`config.mk`:
```
export PLATFORM = sky130hd
export DESIGN_NAME = i2s_tx
export DESIGN_NICKNAME = d
export VERILOG_FILES = /design/src/rtl/i2s_tx.sv
export SDC_FILE = /design/constraint.sdc
export NUM_CORES = 1
export LEC_CHECK = 0
export ABC_AREA = 1
export CORE_MARGIN = 5
export CORE_UTILIZATION = 48
export DETAILED_ROUTE_END_ITERATION = 16
export HOLD_SLACK_MARGIN = 0.06
export PLACE_DENSITY = 0.79
export SYNTH_ARGS = -nofsm -noshare
export SYNTH_HDL_FRONTEND = slang
export SYNTH_SLANG_ARGS = --single-unit
```
`constraint.sdc`:
```
create_clock -name clk -period 1.5 [get_ports clk]
set_clock_uncertainty 0.1 [all_clocks]
set_input_delay 0.15 -clock clk [delete_from_list [all_inputs] [get_ports clk]]
set_output_delay 0.15 -clock clk [all_outputs]
set_load 0.01 [all_outputs]
```
`src/rtl/i2s_tx.sv`:
```
// rtl/i2s_tx.sv - I2S serializer: left/right 16-bit samples, one-bit delay, underrun and slot-length flags
module i2s_tx #(
  parameter int SLOT_BITS = 32,
  parameter int DATA_BITS = 24
) (
  input  logic        clk,
  input  logic        rst_n,
  input  logic        LRCLK,
  input  logic        SCLK,
  input  logic [15:0] lft_in,
  input  logic [15:0] rht_in,
  input  logic        vld,
  output logic        SDin,
  output logic        frm_ld,
  output logic        underrun,
  output logic        slot_err
);

  localparam int CNT_W = $clog2(SLOT_BITS + 1) + 1;
  localparam logic [CNT_W:0] SLOT_CNT = (CNT_W + 1)'(SLOT_BITS);

  logic                 lrclk_q;
  logic                 sclk_q;
  logic                 started;
  logic                 new_data;
  logic [15:0]          hold_lft;
  logic [15:0]          hold_rht;
  logic [SLOT_BITS-1:0] shifter;
  logic [CNT_W-1:0]     cnt;
  logic [CNT_W:0]       cnt_at_edge;

  logic lr_fall;
  logic lr_rise;
  logic lr_edge;
  logic sclk_fall;

  assign lr_fall     = ~LRCLK & lrclk_q;
  assign lr_rise     = LRCLK & ~lrclk_q;
  assign lr_edge     = lr_fall | lr_rise;
  assign sclk_fall   = ~SCLK & sclk_q;
  // A fall coincident with the LRCLK edge still belongs to the slot that is ending
  assign cnt_at_edge = {1'b0, cnt} + (CNT_W + 1)'(sclk_fall);

  function automatic logic [SLOT_BITS-1:0] slot_word(input logic [15:0] s);
    logic [DATA_BITS-1:0] dw;
    logic [SLOT_BITS-1:0] w;
    dw = '0;
    dw[DATA_BITS-1 -: 16] = s;
    w = '0;
    w[SLOT_BITS-1 -: DATA_BITS] = dw;
    return w;
  endfunction

  always_ff @(posedge clk or negedge rst_n) begin
    if (!rst_n) begin
      lrclk_q  <= 1'b1;
      sclk_q   <= 1'b1;
      started  <= 1'b0;
      new_data <= 1'b0;
      hold_lft <= '0;
      hold_rht <= '0;
      shifter  <= '0;
      cnt      <= '0;
      SDin     <= 1'b0;
      frm_ld   <= 1'b0;
      underrun <= 1'b0;
      slot_err <= 1'b0;
    end else begin
      lrclk_q <= LRCLK;
      sclk_q  <= SCLK;
      frm_ld  <= lr_fall;

      if (vld) begin
        hold_lft <= lft_in;
        hold_rht <= rht_in;
      end

      if (lr_fall)
        new_data <= 1'b0;
      else if (vld)
        new_data <= 1'b1;

      if (lr_fall && !vld && !new_data)
        underrun <= 1'b1;

      if (lr_edge) begin
        started <= 1'b1;
        cnt     <= '0;
        if (started && cnt_at_edge != SLOT_CNT)
          slot_err <= 1'b1;
      end else if (sclk_fall && cnt != '1) begin
        cnt <= cnt + 1'b1;
      end

      // Coincident vld bypasses the holding registers for the left word
      if (lr_fall)
        shifter <= vld ? slot_word(lft_in) : slot_word(hold_lft);
      else if (lr_rise)
        shifter <= slot_word(hold_rht);
      else if (sclk_fall && started)
        shifter <= {shifter[SLOT_BITS-2:0], 1'b0};

      if (sclk_fall)
        SDin <= (lr_edge || !started) ? 1'b0 : shifter[SLOT_BITS-1];
    end
  end

endmodule
```
==> run metrics <==
layout cells sized above 1=0.208; LEAKAGE=0.00191 µW; clk root buf=clkbuf_8; Worst Tran Pin Value=345 ps; top post-synthesis cells by count=124 x nand2_1, 61 x dfrtp_1, 41 x o21ai_0, 28 x inv_1, 24 x o21ai_1; GRT Util Overall=0.196; I/O pins=41; dpl ws=-297 ps; HP Class=in -> reg; CP Launch Type=flop; cell accounting for the most synthesized area=dfrtp_1; Reg clk slew, reported paths=70 ps; grt peak-use layer=met2; first-pass GRT wire length=11.7 mm; Final Cycle Share=1.05; CTS tree=done; library cells used by synthesis=26; Max-cap violations=0; largest net degree at the start of global routing=64; CP required=1630 ps; GRT met3 Usage=0.0382; vias in the first global route=2,535; Syn Nets=398; Port Buffer Count=40; Yosys warnings=0; crit path time final=1580 ps; final instance area=0.00402 mm²; CP Cell Sequence=inv_2, nor2_4, ha_4, ha_4, nor2_4, nand3_2, o21ai_2, nand2_1; crit-path max cell delay=530 ps; Post-Syn Instances=356; First-pass DRT Iterations=4; Iter 0 DRT Violations=205; Inserted Clock Buffers=9; crit path DAT=1700 ps; die height=88.2 µm; Setup WS post-layout=-76.4 ps; CP bufs+invs=1; Max VDD drop=0.628 mV; wire per inst=14.4 µm; unrepaired setup endpoints after global routing=true; Largest delay share family, worst path=flip-flops; Slew headroom=0.770; most frequent cell after synthesis=nand2_1; total wire length=7.20 mm; Area Growth Syn to Fin=36.8%; Skew-Pair Late Insertion Delay=340 ps; top-area cell type share of the netlist area=0.520; Max Fclk=634 MHz; Row Count=28; post-synthesis sequential area ratio=0.538; Final setup viols=3; Starting Density=0.496; die area=0.00778 mm²; DP HPWL=4.60 mm; kind of critical path=reg -> reg; crit path max-delay cell type=dfstp_2; Final ANT Viol Nets=0; Synth Flop Type=dfrtp_1; core area=0.00592 mm²; # H-tree levels=3; failing checks=negative setup slack; Via density=5.08; DRC viols=0; #FFs+latches synth=63; total congestion overflow=0; antenna violations before repair=0; crit-path max FO=2; M2 GR Usage=0.325; met1 Use GR=0.246; Slew Limit Fails=0; placed cell areas=0.00354 mm²; nets@finish=461; Pwr per Cell Area=1120 mW/mm²; vias post-DR=2,537; Die Span X=88.2 µm; TritonCTS Sinks=63; Setup TNS Final=-118 ps; Avg Inst Size Synth=8.25 µm²; top cells by area, synth=dfrtp_1 52%, nand2_1 16%, o21ai_0 7.0%, o21ai_1 4.1%, inv_1 3.6%; Mapped Area=0.00294 mm²; Critical Path End Type=flop; number of hold violations in the final report=0; EDFF count, synth=0; fraction of registers with async set/reset=1.00; Diodes inserted=0; RD Place Congestion=0.842; CTS Buffer Depth=2; outcome=complete, but fails checks
[path summary, 6_finish.rpt]
kind	startpoint	cells past startpoint	endpoint	slack [ps]
max in group asynchronous	rst_n	3	sclk_q$_DFF_PN1_	730
setup / recovery	sclk_q$_DFF_PN1_	8	slot_err$_DFFE_PN0P_	-80
min in group asynchronous	rst_n	3	hold_rht[3]$_DFFE_PN0P_	260
setup reg to reg	sclk_q$_DFF_PN1_	8	slot_err$_DFFE_PN0P_	-80
hold / removal	rht_in[0]	3	hold_rht[0]$_DFFE_PN0P_	240
hold reg to reg	slot_err$_DFFE_PN0P_	2	slot_err$_DFFE_PN0P_	350
[worst reg2reg max path: cells and delay by family (launching register included)]
family,cells,cell delay (ps)
buffers and inverters,1,40
and+or+nand+nor,4,330
adders and majority gates,2,360
AOI/OAI and AO/OA,1,120
DFF,1,530
[report_power, final]
part	switching, µW	internal (µW)
Combinational	435	382
Sequential	102	1890
Clock	652	1030
[state kept, by name (all words and copies together), names as in the netlist]
name,cells
shifter,16
hold_rht,16
cnt,7
frm_ld,1
hold_lft,16
lrclk_q,1
sclk_q,1
SDin,1
slot_err,1
new_data,1
underrun,1
started,1
[per-layer routing]
| layer | share of wire | vias up |
|---|---|---|
| met5 | 0 | - |
| met4 | 0.024 | 0 |
| met3 | 0.054 | 13 |
| met2 | 0.50 | 79 |
| met1 | 0.42 | 1191 |
| li1 | - | 1254 |
[cell families (layout without fill, tap and decap cells)]
| kind of cell | count (synthesis) | count (layout) | synth area share |
|---|---|---|---|
| DFF | 63 | 63 | 0.538 |
| buffers and inverters | 49 | 117 | 0.0780 |
| adders and majority gates | 5 | 5 | 0.0213 |
| xor gates and xnor gates | 3 | 3 | 0.00895 |
| AOI/OAI and AO/OA | 69 | 69 | 0.120 |
| and+or+nand+nor | 167 | 167 | 0.234 |
[layout by cell type, fill, tap and decap left out, types with 2 or more instances in the layout]
master	n
clkbuf_8	11
o21ai_0	23
o21ai_2	17
dfrtp_1	60
nor2_1	21
inv_1	24
bufinv_16	2
buf_4	18
inv_4	3
dfstp_2	2
clkdlybuf4s50_1	37
buf_6	5
inv_2	4
nand2_1	121
ha_4	4
xor2_1	3
clkbuf_1	2
nand2_2	3
buf_12	4
o21ai_1	25
nand3_1	10
nor2_4	6
[through the flow]
step                cells  power, µW  utilization  hold WS, ps
finish                499       4490        0.679          243
detailed placement    476       2680        0.599         86.7
global route          499       4700        0.679          273
CTS                   498       4410        0.661          233
floorplan             356       2370            -         -246
global placement      476       2650        0.599         82.5
[cell type report]
cell class                      instances  area (µm²)
Inverter                               32         133
Sequential cell                        63        1580
Clock inverter                          3        65.1
Fill cell                             445        1900
Clock buffer                           13         159
Tap cell                               75        93.8
Timing Repair Buffer                   69         693
Multi-Input combinational cell        244        1290
[repair_timing]
action	CTS	global route
setup endpoints to repair	21	25
gates cloned	2	0
hold buffers	1	0
hold endpoints to repair	63	0
setup buffers	3	4
pin swaps	12	24
resized for setup	24	47
(Power assumes the default switching activity.)
==> RTL change, RTL diff (same settings) <==
Put one more register stage on the output `slot_err`, cleared by the reset. The value now appears one clock later. The other outputs are not delayed to match.
--- a/src/rtl/i2s_tx.sv
+++ b/src/rtl/i2s_tx.sv
@@ -18,6 +18,8 @@
 
   localparam int CNT_W = $clog2(SLOT_BITS + 1) + 1;
   localparam logic [CNT_W:0] SLOT_CNT = (CNT_W + 1)'(SLOT_BITS);
+
+  logic slot_err_s0;
 
   logic                 lrclk_q;
   logic                 sclk_q;
@@ -64,7 +66,7 @@
       SDin     <= 1'b0;
       frm_ld   <= 1'b0;
       underrun <= 1'b0;
-      slot_err <= 1'b0;
+      slot_err_s0 <= 1'b0;
     end else begin
       lrclk_q <= LRCLK;
       sclk_q  <= SCLK;
@@ -87,7 +89,7 @@
         started <= 1'b1;
         cnt     <= '0;
         if (started && cnt_at_edge != SLOT_CNT)
-          slot_err <= 1'b1;
+          slot_err_s0 <= 1'b1;
       end else if (sclk_fall && cnt != '1) begin
         cnt <= cnt + 1'b1;
       end
@@ -105,4 +107,12 @@
     end
   end
 
+  always_ff @(posedge clk or negedge rst_n) begin
+    if (!rst_n) begin
+      slot_err <= '0;
+    end else begin
+      slot_err <= slot_err_s0;
+    end
+  end
+
 endmodule
Check against the original RTL: not equivalent (Yosys sat finds a counterexample within 4 cycles, from zero or initial values and one cycle with rst_n low).
==> RTL change against the original RTL <==
- fmax up 0.26%
- critical path type unchanged
- largest power group unchanged
- sequential share of layout area up 2.4 points
- cell area is 4.2% lower
- combinational power down 13%
- worst setup slack better by 0.0041 ns
- power decreased by 11%
- sequential cell count increased by 1
- the flow still finishes with violations (setup timing)
- via count shrank 2.1%
- area after synthesis grew 0.85%
- wire length is 9.3% lower
==> RTL change: results (changes against the original RTL) <==
| Metric | Value |
|---|---|
| Synthesized netlist net count | `399 (+0.25%)` |
| Setup slack at placement | `-0.264 ns (+0.0331 ns)` |
| Most frequent cells after synthesis | `sky130_fd_sc_hd__nand2_1, sky130_fd_sc_hd__dfrtp_1, sky130_fd_sc_hd__o21ai_0` |
| HPWL reported at the end of detailed placement | `4640 microns (+0.97%)` |
| Remaining max-slew budget at the tightest pin | `69.9% (-7.1 points)` |
| Final nets | `460 (-0.22%)` |
| Status | `finished with violations` |
| Total wire length | `6530 microns (-9.3%)` |
| Worst path setup slack after routing | `-0.0724 ns (+0.00405 ns)` |
| Overall Global Routing Usage | `18.7% (-0.92 points)` |
| Synth Area in Adders | `2.11% (-0.018 points)` |
| Global placement routability congestion | `0.790 (-6.2%)` |
| Post-Syn Area per Cell | `8.30 sq um (+0.57%)` |
| Worst R2R End | `slot_err_s0` |
| Synth Area in Compound Gates | `11.9% (-0.10 points)` |
| Fraction of synthesized cell area in xor and xnor cells | `0.887% (-0.0076 points)` |
| Finished Layout Cells | `498 (-0.20%)` |
| Pleak | `1.83 nW (-4.3%)` |
| Count of final setup violators | `2 (-1)` |
| Worst Hold Slack | `0.202 ns (-0.0405 ns)` |
| First-pass GRT wire length | `11,100 microns (-5.2%)` |
| Slowest cell on crit path | `sky130_fd_sc_hd__dfstp_2` |
| Vias in the first global route | `2,493 (-1.7%)` |
| Post-Route Setup TNS | `-0.0729 ns (+0.0451 ns)` |
| CP Data Arrival Time | `1.69 ns` |
| Fillers | `503 (+13%)` |
| Vias per Instance | `4.99 (-1.9%)` |
| Proportion of layout cells with a drive suffix above 1 | `15.1% (-5.6 points)` |
| Maximum number of pins on one net before global-route repair | `37 (-42%)` |
| Worst ir drop on vdd | `0.689 mV (+9.6%)` |
| Synth area leaders | `sky130_fd_sc_hd__dfrtp_1, sky130_fd_sc_hd__nand2_1, sky130_fd_sc_hd__o21ai_0` |
| Violated checks | `setup timing` |
| Number of antenna violations at the first check in global routing | `0 (unchanged)` |
| Sequential fraction of the synthesis area | `54.2% (+0.39 points)` |
## RTL change: power by group
| group | internal [mW] | switching [mW] |
|---|---|---|
| clock | 0.646 | 0.607 |
| sequential | 1.92 | 0.0941 |
| combinational | 0.336 | 0.376 |
| total | 2.90 | 1.08 |
## RTL change: layer usage
metal / vias to the layer above / GRT usage (%) / part of all wire (%)
li1: 1247 / - / -
met1: 1163 / 23.5 / 45
met2: 61 / 30.3 / 48
met3: 12 / 5.49 / 5.6
met4: 0 / 7.69 / 1.7
met5: - / 0 / 0
## RTL change: final cells by class
class	count	area (sq um)	area share, %
sequential	64	1610	41.7
multi-input combinational	244	1210	31.6
timing repair buffer	67	648	16.8
clock buffer	15	156	4.06
inverter	32	125	3.25
tap	75	93.8	2.44
clock inverter	1	5.00	0.130
## RTL change: timing repair
item                                   in CTS  in global routing
setup endpoints to repair                  24                 23
hold buffers                                1                  0
buffers inserted                            0                  3
resized for setup                          12                 17
endpoints found under the hold margin      40                  0
pin swaps                                   3                  4
cloned                                      1                  1
